File: src/rtl/seq_detect_ctrl.sv
`default_nettype none
// ============================================================================
// Module   : seq_detect_ctrl
// Purpose  : Run controller around a programmable WIDTH-bit serial pattern
//            detector with bit-error tolerance, overlap mode, target count
//            and timeout.
// Revision : 1.0 - initial release
// ============================================================================
module seq_detect_ctrl #(
    parameter int WIDTH = 6,
    parameter int CNT_W = 8,
    parameter int TO_W  = 16,
    parameter int TOL_W = 3
) (
    input  logic             i_clk,
    input  logic             i_reset,
    input  logic             i_cfg_valid,
    output logic             o_cfg_ready,
    input  logic [WIDTH-1:0] i_cfg_pattern,
    input  logic [TOL_W-1:0] i_cfg_tol,
    input  logic             i_cfg_overlap,
    input  logic [CNT_W-1:0] i_cfg_target,
    input  logic [TO_W-1:0]  i_cfg_timeout,
    input  logic             i_start,
    input  logic             i_abort,
    input  logic             i_data_valid,
    input  logic             i_data,
    output logic             o_busy,
    output logic             o_pattern_found,
    output logic [CNT_W-1:0] o_match_cnt,
    output logic             o_done,
    output logic             o_timeout
);

    localparam int               c_FILL_W  = $clog2(WIDTH + 1);
    localparam logic [5:0]       c_DEF6    = 6'b101001;
    localparam logic [WIDTH-1:0] c_DEF_PAT = WIDTH'(c_DEF6);
    localparam logic [CNT_W-1:0] c_CNT_MAX = '1;

    typedef enum logic [1:0] {
        S_IDLE = 2'd0,
        S_ARM  = 2'd1,
        S_RUN  = 2'd2,
        S_DONE = 2'd3
    } state_t;

    state_t              r_state;
    logic [WIDTH-1:0]    r_seq;
    logic [c_FILL_W-1:0] r_fill;
    logic [TO_W-1:0]     r_timer;
    logic [WIDTH-1:0]    r_pattern;
    logic [TOL_W-1:0]    r_tol;
    logic                r_overlap;
    logic [CNT_W-1:0]    r_target;
    logic [TO_W-1:0]     r_timeout_cfg;
    logic                r_cfg_ready;
    logic                r_busy;
    logic                r_found;
    logic [CNT_W-1:0]    r_match_cnt;
    logic                r_done;
    logic                r_timeout;

    logic [WIDTH-1:0]    w_seq_next;
    logic [WIDTH-1:0]    w_diff;
    logic [TOL_W-1:0]    w_errs;
    logic                w_active;
    logic                w_full;
    logic                w_hit;
    logic [CNT_W-1:0]    w_cnt_inc;
    logic                w_tgt_hit;
    logic                w_to_hit;

    // The window is full either in RUN or on the WIDTH-th fresh bit in ARM.
    always_comb begin
        w_seq_next = {r_seq[WIDTH-2:0], i_data};
        w_diff     = w_seq_next ^ r_pattern;
        w_errs     = '0;
        for (int i = 0; i < WIDTH; i++) begin
            w_errs = w_errs + TOL_W'(w_diff[i]);
        end
        w_active  = (r_state == S_ARM) || (r_state == S_RUN);
        w_full    = (r_state == S_RUN) || (r_fill == c_FILL_W'(WIDTH - 1));
        w_hit     = w_active && i_data_valid && w_full && (w_errs <= r_tol);
        w_cnt_inc = (r_match_cnt == c_CNT_MAX) ? r_match_cnt
                                               : r_match_cnt + CNT_W'(1);
        w_tgt_hit = (r_target != '0) && (w_cnt_inc == r_target);
        w_to_hit  = (r_timeout_cfg != '0) &&
                    (r_timer == r_timeout_cfg - TO_W'(1));
    end

    always_ff @(posedge i_clk) begin
        if (i_reset) begin
            r_state       <= S_IDLE;
            r_seq         <= '0;
            r_fill        <= '0;
            r_timer       <= '0;
            r_pattern     <= c_DEF_PAT;
            r_tol         <= '0;
            r_overlap     <= 1'b1;
            r_target      <= '0;
            r_timeout_cfg <= '0;
            r_cfg_ready   <= 1'b1;
            r_busy        <= 1'b0;
            r_found       <= 1'b0;
            r_match_cnt   <= '0;
            r_done        <= 1'b0;
            r_timeout     <= 1'b0;
        end else begin
            r_found <= 1'b0;
            if (i_abort) begin
                r_state     <= S_IDLE;
                r_busy      <= 1'b0;
                r_cfg_ready <= 1'b1;
                r_done      <= 1'b0;
                r_timeout   <= 1'b0;
            end else begin
                case (r_state)
                    S_IDLE, S_DONE: begin
                        if (i_cfg_valid) begin
                            r_pattern     <= i_cfg_pattern;
                            r_tol         <= i_cfg_tol;
                            r_overlap     <= i_cfg_overlap;
                            r_target      <= i_cfg_target;
                            r_timeout_cfg <= i_cfg_timeout;
                        end
                        if (i_start) begin
                            r_state     <= S_ARM;
                            r_busy      <= 1'b1;
                            r_cfg_ready <= 1'b0;
                            r_match_cnt <= '0;
                            r_fill      <= '0;
                            r_timer     <= '0;
                            r_seq       <= '0;
                            r_done      <= 1'b0;
                            r_timeout   <= 1'b0;
                        end
                    end
                    S_ARM, S_RUN: begin
                        r_timer <= r_timer + TO_W'(1);
                        if (i_data_valid) begin
                            r_seq <= w_seq_next;
                            if (r_state == S_ARM) begin
                                r_fill <= r_fill + c_FILL_W'(1);
                                if (w_full) begin
                                    r_state <= S_RUN;
                                end
                            end
                        end
                        if (w_hit) begin
                            r_found     <= 1'b1;
                            r_match_cnt <= w_cnt_inc;
                            if (!r_overlap) begin
                                r_fill  <= '0;
                                r_state <= S_ARM;
                            end
                        end
                        // A target-reaching match outranks a same-cycle timeout.
                        if (w_hit && w_tgt_hit) begin
                            r_state     <= S_DONE;
                            r_busy      <= 1'b0;
                            r_cfg_ready <= 1'b1;
                            r_done      <= 1'b1;
                            r_timeout   <= 1'b0;
                        end else if (w_to_hit) begin
                            r_state     <= S_DONE;
                            r_busy      <= 1'b0;
                            r_cfg_ready <= 1'b1;
                            r_done      <= 1'b1;
                            r_timeout   <= 1'b1;
                        end
                    end
                    default: begin
                        r_state <= S_IDLE;
                    end
                endcase
            end
        end
    end

    assign o_cfg_ready     = r_cfg_ready;
    assign o_busy          = r_busy;
    assign o_pattern_found = r_found;
    assign o_match_cnt     = r_match_cnt;
    assign o_done          = r_done;
    assign o_timeout       = r_timeout;

endmodule
`default_nettype wire

File: config.mk
export PLATFORM = sky130hd
export DESIGN_NAME = seq_detect_ctrl
export DESIGN_NICKNAME = d
export VERILOG_FILES = /design/src/rtl/seq_detect_ctrl.sv
export SDC_FILE = /design/constraint.sdc
export NUM_CORES = 1
export LEC_CHECK = 0
export ABC_CLOCK_PERIOD_IN_PS = 4160
export CORE_ASPECT_RATIO = 1.1
export CORE_MARGIN = 1
export CORE_UTILIZATION = 55
export DETAILED_ROUTE_END_ITERATION = 6
export PLACE_DENSITY = 0.88
export SYNTH_ARGS = -nofsm -noshare
export SYNTH_HDL_FRONTEND = slang
export SYNTH_SLANG_ARGS = --single-unit
File: constraint.sdc
create_clock -name i_clk -period 4.16 [get_ports i_clk]
set_input_delay 0.416 -clock i_clk [delete_from_list [all_inputs] [get_ports i_clk]]
set_output_delay 0.416 -clock i_clk [all_outputs]
set_load 0.03 [all_outputs]
==> flow_summary.yaml <==
timing:
  finalSetupViolCount: 0
  finalMaxSlewViolations: 0
  period_needed_ns: 3.969
  clock.fmax_ghz: 0.2519
  finalHoldViolCount: 0
  tightest_slew_ns: 1.017
  portion_of_the_clock_cycle_consumed_by_the_worst_path_in_the_final_layout: 0.9541
  fin_setup_tns_ns: 0
  worst_slack_ns: 0.1908
  setup_repair_after_global_routing_missed_its_margin: "no"
  clock-skew-final_ns: 0.009155
  relSlewSlack: 0.3205
place:
  place.gp.congestion: 0.9254
  hpwlAfterDp_um: 6770
  dpl_cell_area_um2: 4573
  buffer_ports.inserted: 53
  pre_cts_ws_ns: -0.4817
critical_path:
  critPathCaptureType: "register"
  worst-r2r-setup-slack_ns: 0.19
  type_of_the_worst_setup_path: "register to register"
  timing.rr.end: "o_match_cnt[0]$_SDFFE_PP0P_"
  ordered_cell_list_for_the_critical_path: "xnor2_1, fa_1, fa_1, inv_1, ha_1, inv_1, fa_1, inv_1, ha_1, a211oi_2, o21ai_2, or2_2, buf_4, nor3_1, a21oi_1, nor2_1"
  critical_path_arrival_ns: 4.25
  worstPathRequired_ns: 4.44
  reg2reg_from: "r_seq[2]$_SDFFE_PP0P_"
  highest_fanout_seen_on_the_critical_path: 4
  crit_path_top_delay_cell: "sky130_fd_sc_hd__fa_1"
  startpoint_type: "register"
  cpLargestDelayFamily: "adder cells"
  worstPathBufferInverterCount: 4
  critPathMaxStageDelay_ns: 0.54
  worst-r2r-cell-count: 16
  critPathLaunch: "r_seq[2]$_SDFFE_PP0P_"
clocking:
  tritoncts: "yes"
  clock-sinks: 73
  htree_levels: 3
  clk_latency_ns: 0.35
  cts.root.buffer_cell: "sky130_fd_sc_hd__clkbuf_8"
  cts.path.max_buffers: 2
  register_clock_pin_slew_on_the_reported_worst_setup_and_hold_paths_ns: 0.08
  tritoncts_buffers: 9
logic_synthesis:
  synthCells: 513
  synth_area_per_cell_um2: 7.841
  synth_top_flop_cell: "sky130_fd_sc_hd__dfxtp_1"
  synth.largest_area_cell: "sky130_fd_sc_hd__dfxtp_1"
  commonest_cells_post_synth: "sky130_fd_sc_hd__nand2_1, sky130_fd_sc_hd__dfxtp_1, sky130_fd_sc_hd__a21oi_1, sky130_fd_sc_hd__nor2_1"
  synth-edff-count: 0
  yosys_register_bits: 73
  yosys.cell_count.top_type: "sky130_fd_sc_hd__nand2_1"
  syn-num-nets: 568
  synth.area.top_cells: "sky130_fd_sc_hd__dfxtp_1, sky130_fd_sc_hd__nand2_1, sky130_fd_sc_hd__a21oi_1, sky130_fd_sc_hd__xor2_1, sky130_fd_sc_hd__xnor2_1"
  synthesis.yosys.warnings: 0
  synth-async-reset-ratio: 0
  yosysUniqueCellTypes: 57
  synthesis.area_um2: 4023
  synth-seq-area-share: 0.3633
  synth_top_cell_area_share: 0.3633
global_route:
  grt_pass1_vias: 3656
  maximum_number_of_pins_on_one_net_before_global_route_repair: 58
  number_of_antenna_violations_at_the_first_check_in_global_routing: 0
  grt_util_all_layers: 0.2574
  grt_ovf: 0
  grt_pass1_wl_um: 16040
floorplan:
  initial_utilization: 0.5708
  die-height_um: 91.70
  core_region_area_um2: 7047
  floorplan.rows: 32
  die_area_um2: 7660
  io_pins: 54
  die_x_um: 83.54
route:
  drt_pre_antenna_iters: 5
  post-route-drc-count: 0
  totalWireLength_um: 9616
  drt.antenna.violating_nets: 0
  route.detailed.wl_per_inst_um: 14.95
  drtIter0Drc: 204
  vias_per_cell: 5.905
  dr_total_vias: 3797
hold_path:
  worstHoldStart: "i_data"
  min_path_type: "primary input to register"
  min_to: "r_seq[0]$_SDFFE_PP0P_"
  worst_hold_path.num_cells: 3
final_layout:
  finalInstanceArea_um2: 4825
  antenna_cells: 0
  finalNetCount: 609
  layout-drive-gt1-share: 0.07348
  syn2layout_area_growth_pct: 19.94
pwr:
  max_vdd_drop_v: 0.0002095
  totalPowerFinal_mw: 1.597
  p_leak_nw: 1.789
  power_density_nw_per_um2: 331.0
run_status:
  status: "finished clean"
job:
  maxCapViolCount: 0
[metrics by stage]
stage | util | hold slack [ns] | std cells
finish | 0.6847 | 0.4584 | 643
global placement | 0.6490 | 0.4467 | 627
detailed placement | 0.6490 | 0.4524 | 627
global route | 0.6847 | 0.4805 | 643
floorplan | - | 0.4363 | 513
CTS | 0.6788 | 0.4618 | 642
[report_power, final]
| group | internal, mW | leakage, nW | total (mW) | switching, mW |
|---|---|---|---|---|
| Clock | 0.332 | 0.109 | 0.599 | 0.267 |
| Sequential | 0.717 | 0.593 | 0.738 | 0.0208 |
| Combinational | 0.125 | 1.09 | 0.260 | 0.135 |
| Total | 1.17 | 1.79 | 1.60 | 0.423 |
[layout make-up]
| cell class | count | area, um2 |
|---|---|---|
| Clock buffer | 9 | 123.9 |
| Tap cell | 85 | 106.4 |
| Fill cell | 527 | 2222 |
| Timing Repair Buffer | 58 | 565.5 |
| Clock inverter | 6 | 83.83 |
| Inverter | 18 | 67.56 |
| Sequential cell | 73 | 1461 |
| Multi-Input combinational cell | 394 | 2416 |
[state kept, by name, summed over array words and instances, names as in the netlist, 2 cells and up]
signal / count
r_seq: 5
r_timer: 16
r_timeout_cfg: 16
o_match_cnt: 8
r_target: 8
r_pattern: 6
r_fill: 3
r_state: 2
r_tol: 3
[worst register-to-register path, cell delays in order (launching register included)]
cell	delay, ns
sky130_fd_sc_hd__dfxtp_1	0.34
sky130_fd_sc_hd__xnor2_1	0.24
sky130_fd_sc_hd__fa_1	0.48
sky130_fd_sc_hd__fa_1	0.54
sky130_fd_sc_hd__inv_1	0.04
sky130_fd_sc_hd__ha_1	0.19
sky130_fd_sc_hd__inv_1	0.07
sky130_fd_sc_hd__fa_1	0.40
sky130_fd_sc_hd__inv_1	0.07
sky130_fd_sc_hd__ha_1	0.24
sky130_fd_sc_hd__a211oi_2	0.34
sky130_fd_sc_hd__o21ai_2	0.16
sky130_fd_sc_hd__or2_2	0.33
sky130_fd_sc_hd__buf_4	0.16
sky130_fd_sc_hd__nor3_1	0.15
sky130_fd_sc_hd__a21oi_1	0.06
sky130_fd_sc_hd__nor2_1	0.09
[cell families after synthesis]
kind of cell	count (synthesis)	synth area share
DFF	73	0.3633
muxes	2	0.004977
adders and majority gates	14	0.04914
xor gates and xnor gates	43	0.09362
AOI/OAI and AO/OA	112	0.1720
buffers and inverters	46	0.04572
and+or+nand+nor	223	0.2712
[worst max-delay path by stage]
stage                                              to  cells past startpoint
after global routing          r_state[0]$_SDFFE_PP0N_                     16
after global placement    o_match_cnt[3]$_SDFFE_PP0P_                     15
after floorplan              o_cfg_ready$_SDFFE_PP1P_                     16
final                     o_match_cnt[0]$_SDFFE_PP0P_                     16
after CTS                 o_match_cnt[3]$_SDFFE_PP0P_                     16
after detailed placement  o_match_cnt[3]$_SDFFE_PP0P_                     15
[routing by layer]
layer / vias up / share of wire / GRT usage
li1: 1869 / - / -
met1: 1767 / 0.43 / 0.3074
met2: 128 / 0.49 / 0.4351
met3: 33 / 0.050 / 0.04500
met4: 0 / 0.037 / 0.1511
met5: - / 0 / 0
[timing repair]
action,CTS,global route
pin swaps,0,3
gates resized for setup,2,9
hold buffers,0,0
setup buffers,0,1
endpoints found under the setup margin,11,14
[layout by cell type (no fill, tap or decap), types with 3 or more instances in the layout]
master and n:
sky130_fd_sc_hd__a21o_1 4, sky130_fd_sc_hd__ha_1 11, sky130_fd_sc_hd__nand2b_1 7, sky130_fd_sc_hd__nor2_1 38
sky130_fd_sc_hd__nand3_1 11, sky130_fd_sc_hd__inv_1 18, sky130_fd_sc_hd__xor2_1 22, sky130_fd_sc_hd__nand2_1 90
sky130_fd_sc_hd__clkdlybuf4s50_1 51, sky130_fd_sc_hd__fa_1 3, sky130_fd_sc_hd__and2_1 3, sky130_fd_sc_hd__nand3b_1 8
sky130_fd_sc_hd__nor4_1 5, sky130_fd_sc_hd__o2111ai_1 3, sky130_fd_sc_hd__buf_4 5, sky130_fd_sc_hd__a22oi_1 8
sky130_fd_sc_hd__nand4_1 8, sky130_fd_sc_hd__or2_2 4, sky130_fd_sc_hd__clkinv_2 3, sky130_fd_sc_hd__a21oi_1 55
sky130_fd_sc_hd__clkbuf_8 9, sky130_fd_sc_hd__xnor2_1 20, sky130_fd_sc_hd__o21ai_0 11, sky130_fd_sc_hd__and4_1 4
sky130_fd_sc_hd__or3_1 5, sky130_fd_sc_hd__dfxtp_1 73, sky130_fd_sc_hd__o31ai_1 5, sky130_fd_sc_hd__and3_1 3
sky130_fd_sc_hd__nor3_1 21
(Power assumes the default switching activity.)
